`src/rtl/arb_pkg.sv`:
```
// Shared types and helpers for the grant-lock arbitration stage.
package arb_pkg;

  typedef enum logic {
    IDLE = 1'b0,
    LOCK = 1'b1
  } arb_state_t;

  localparam int MAX_BEATS_DEFAULT = 8;

  // Index of the single set bit; returns 0 for an all-zero vector.
  function automatic int unsigned onehot_to_idx(input logic [31:0] oh);
    int unsigned idx;
    idx = 0;
    for (int i = 0; i < 32; i++) begin
      if (oh[i]) idx = idx | i;
    end
    return idx;
  endfunction

endpackage

```
`src/rtl/prio_pick.sv`:
```
// Combinational fixed-priority picker: one-hot of the lowest set request bit.
module prio_pick #(
  parameter int WIDTH = 4
) (
  input  logic [WIDTH-1:0] req,
  output logic [WIDTH-1:0] pick
);

  logic found;

  // NOTE: every variable written here gets a default first, so no latch is inferred.
  always_comb begin
    pick  = '0;
    found = 1'b0;
    for (int i = 0; i < WIDTH; i++) begin
      if (req[i] && !found) begin
        pick[i] = 1'b1;
        found   = 1'b1;
      end
    end
  end

endmodule

```
`src/rtl/grant_lock_arbiter.sv`:
```
// Registers the priority winner and holds the grant for a whole burst, releasing
// on last, on the beat limit, or when the owner drops its request.
module grant_lock_arbiter
  import arb_pkg::*;
#(
  parameter int WIDTH     = 4,
  parameter int MAX_BEATS = MAX_BEATS_DEFAULT
) (
  input  logic                     clk,
  input  logic                     rst,
  input  logic [WIDTH-1:0]         req,
  input  logic [WIDTH-1:0]         last,
  input  logic                     ready,
  output logic [WIDTH-1:0]         grant,
  output logic [$clog2(WIDTH)-1:0] owner,
  output logic                     busy,
  output logic                     beat,
  output logic                     forced,
  output logic                     abort
);

  localparam int IDX_W = $clog2(WIDTH);
  localparam int CNT_W = $clog2(MAX_BEATS + 1);
  localparam logic [CNT_W-1:0] CNT_LIMIT = CNT_W'(MAX_BEATS - 1);

  arb_state_t       state, nxt_state;
  logic [CNT_W-1:0] beat_cnt, nxt_cnt;
  logic [WIDTH-1:0] pick, nxt_grant;
  logic [IDX_W-1:0] nxt_owner;
  logic             nxt_forced, nxt_abort;

  prio_pick #(.WIDTH(WIDTH)) u_pick (
    .req  (req),
    .pick (pick)
  );

  assign busy = (state == LOCK);
  assign beat = busy & req[owner] & ready;

  always_comb begin
    nxt_state  = state;
    nxt_grant  = grant;
    nxt_owner  = owner;
    nxt_cnt    = beat_cnt;
    nxt_forced = 1'b0;
    nxt_abort  = 1'b0;
    unique case (state)
      IDLE: begin
        if (|req) begin
          nxt_state = LOCK;
          nxt_grant = pick;
          nxt_owner = IDX_W'(onehot_to_idx(32'(pick)));
          nxt_cnt   = '0;
        end
      end
      LOCK: begin
        // Release priority: abandon, then last, then the beat limit.
        if (!req[owner]) begin
          nxt_state = IDLE;
          nxt_abort = 1'b1;
        end else if (beat && last[owner]) begin
          nxt_state = IDLE;
        end else if (beat && beat_cnt == CNT_LIMIT) begin
          nxt_state  = IDLE;
          nxt_forced = 1'b1;
        end else if (beat) begin
          nxt_cnt = beat_cnt + 1'b1;
        end
        if (nxt_state == IDLE) begin
          nxt_grant = '0;
          nxt_owner = '0;
          nxt_cnt   = '0;
        end
      end
      default: nxt_state = IDLE;
    endcase
  end

  // NOTE: sequential state uses non-blocking assignments so all flops update together.
  always_ff @(posedge clk or posedge rst) begin
    if (rst) begin
      state    <= IDLE;
      grant    <= '0;
      owner    <= '0;
      beat_cnt <= '0;
      forced   <= 1'b0;
      abort    <= 1'b0;
    end else begin
      state    <= nxt_state;
      grant    <= nxt_grant;
      owner    <= nxt_owner;
      beat_cnt <= nxt_cnt;
      forced   <= nxt_forced;
      abort    <= nxt_abort;
    end
  end

endmodule

```
`config.mk`:
```
export PLATFORM = sky130hd
export DESIGN_NAME = grant_lock_arbiter
export DESIGN_NICKNAME = d
export VERILOG_FILES = /design/src/rtl/arb_pkg.sv /design/src/rtl/prio_pick.sv /design/src/rtl/grant_lock_arbiter.sv
export SDC_FILE = /design/constraint.sdc
export NUM_CORES = 1
export LEC_CHECK = 0
export ABC_CLOCK_PERIOD_IN_PS = 2200
export CAP_MARGIN = 20
export CORE_MARGIN = 10
export CORE_UTILIZATION = 45
export DETAILED_ROUTE_END_ITERATION = 6
export GPL_TIMING_DRIVEN = 0
export PLACE_DENSITY = 0.76
export SKIP_LAST_GASP = 1
export SLEW_MARGIN = 20
export SYNTH_ARGS = -nofsm -noshare
export SYNTH_HDL_FRONTEND = slang
export SYNTH_SLANG_ARGS = --single-unit
```
`constraint.sdc`:
```
create_clock -name clk -period 2.2 [get_ports clk]
set_input_delay 0.33 -clock clk [delete_from_list [all_inputs] [get_ports clk]]
set_output_delay 0.33 -clock clk [all_outputs]
set_load 0.05 [all_outputs]
```
==> flow_summary.yaml <==
cts:
  ctsHoldBuffers: 0
  clkSinkCount: 13
  cts_made_buffers: 3
  clkSlewWorstSetupHoldPaths_ns: 0.08
  cts-htree-levels: 1
  cts-root-buf: "clkbuf_4"
  clock_latency_ns: 0.28
  tritoncts: "yes"
  clock_path_buffers: 2
layout:
  drive_gt1_share_pct: 20.4
  syn_to_final_growth_pct: 31.1
  layout.nets: 116
  fill_cells: 158
  diodes: 0
timing:
  max_freq_ghz: 0.471
  maxSlewHeadroom_pct: 41.6
  final.min_clock_period_ns: 2.13
  final_max_slew_viol_count: 0
  tightest_slew_ns: 0.874
  setup_viol_count_final: 0
  finalCritPeriodShare_pct: 96.6
  timing.hold.ws_ns: 0.372
  final_hold_viol_count: 0
  skew_ns: 0.00151
  rsz0062_at_grt: "false"
place:
  place.gp.congestion: 0.790
  port_buffers: 19
  dpl.hpwl_mm: 1.55
synth:
  synth_top_area_cell: "dfrtp_1"
  synthDistinctLibCells: 36
  synth_area_um2: 830
  synth.top_cells.by_area: "dfrtp_1, mux4_2, mux2i_1"
  synth_nets: 91
  synth_top_cell_area_share_pct: 39.2
  synthCells: 79
  synth_ff_type: "dfrtp_1"
  yosysSeqAreaShare_pct: 39.2
  synth-edff-count: 0
  synthTopCellsByCount: "dfrtp_1, nor2_1, inv_1, o21ai_0, mux2i_1"
  ys_ff_latch: 13
  yosysMostFrequentCell: "dfrtp_1"
  async_flop_share_pct: 100
  synth_area_per_cell_um2: 10.5
  yosys_warnings: 0
die:
  fp.dieW_um: 62.9
  ios: 21
  core_area_mm2: 0.00175
  die_h_um: 62.9
  num_rows: 15
  initial_core_util_pct: 47.5
  dieArea_mm2: 0.00396
routing:
  detail-route-antenna-nets: 0
  via_count: 728
  drtPass1Iterations: 4
  via_per_inst: 5.69
  drcViolationCount: 0
  routedWlPerCell_um: 16.2
  wl_mm: 2.07
  first_iter_violations: 14
critical_path:
  cp_max_fo: 7
  cp.required_ns: 1.87
  worstSetupStartpointType: "primary input"
  arrival_ns: 1.80
  crit_path_end_kind: "primary output"
  critical_path_class: "primary input to primary output"
global_route:
  grt_pass1_wl_mm: 3.59
  grt_remaining_overflow: 0
  globalRouteTotalUtil_pct: 10.8
  grt_pass1_vias: 747
  antenna_found_initial: 0
  grt_start_max_net_pins: 14
pwr:
  p_leak_nw: 0.476
  fin_total_pwr_mw: 1.07
  ir_drop_mv: 0.586
  power_density_mw_per_mm2: 980
run:
  drv_cap: 0
min_path:
  hp-class: "primary input to flip-flop"
outcome:
  status: "completed"
-- final timing paths --
kind,from,end,slack [ns],cells past startpoint
min in group asynchronous,rst,owner[0]$_DFFE_PP0P_,0.39,2
min,req[0],grant[0]$_DFFE_PP0P_,0.37,2
max,req[1],beat,0.07,5
max reg2reg,owner[0]$_DFFE_PP0P_,beat_cnt[0]$_DFFE_PP0P_,0.35,5
max in group asynchronous,rst,grant[0]$_DFFE_PP0P_,1.47,2
min reg2reg,grant[1]$_DFFE_PP0P_,grant[1]$_DFFE_PP0P_,0.54,1
-- critical path, cell delays in order --
cell,delay [ns]
clkdlybuf4s50_1,0.51
mux4_2,0.55
nand2_2,0.16
nor2_2,0.04
buf_2,0.20
-- metal layers --
metal / track usage (%) / wire length, um / vias to the layer above
li1: - / - / 345
met1: 11.9 / 870 / 360
met2: 17.8 / 1060 / 21
met3: 5.91 / 136 / 2
met4: 2.51 / 9 / 0
met5: 0 / 0 / -
-- metrics by stage --
stage          setup TNS, ns  util [%]  instance area, um2  cells  setup slack, ns
6_report                   0      62.3                1090    128           0.0748
5_1_grt                    0      62.3                1090    128           0.0143
4_1_cts                    0      61.6                1070    127           0.0334
3_5_place_dp          -0.505      60.4                1050    123           -0.462
3_3_place_gp          -0.463      60.4                1050    123           -0.463
2_1_floorplan              0         -                 832     79           0.0754
-- power breakdown --
group	switching (mW)	leakage, nW	total, mW	internal [mW]
Sequential	0.0386	0.174	0.326	0.287
Combinational	0.351	0.287	0.588	0.237
Clock	0.0817	0.0150	0.152	0.0703
Total	0.472	0.476	1.07	0.594
-- registers in the layout (all words and copies together), names as in the netlist --
name	cells
beat_cnt	4
busy	1
abort	1
forced	1
owner	2
grant	4
-- layout by cell type, fill, tap and decap left out, types with 3 or more instances in the layout --
cell and count:
nor2_1 8, o21ai_0 5, mux2i_1 4, inv_1 7
clkdlybuf4s50_1 16, clkbuf_4 3, nor4_1 3, nand2_1 3
dfrtp_1 13
-- logic make-up after synthesis --
logic type | after synthesis | share of synthesized area [%]
and+or+nand+nor | 30 | 24.6
AOI/OAI and AO/OA | 19 | 17.6
adders and majority gates | 1 | 1.51
muxes | 6 | 10.3
DFF | 13 | 39.2
buffers and inverters | 10 | 6.79
-- area by class of cell --
class                      instances  area, um2  area share [%]
timing repair buffer              20        198            18.2
inverter                           7       26.3            2.42
buffer                             3       30.0            2.76
tap                               25       31.3            2.88
multi-input combinational         56        450            41.4
sequential                        13        325            29.9
clock buffer                       4       26.3            2.42
-- timing repair --
item                       in CTS  in global routing
setup buffers                   0                  1
gates resized for setup         5                  2
setup endpoints to repair       1                  1
gates cloned                    0                  0
pin swaps                       0                  0
(Power assumes the default switching activity.)
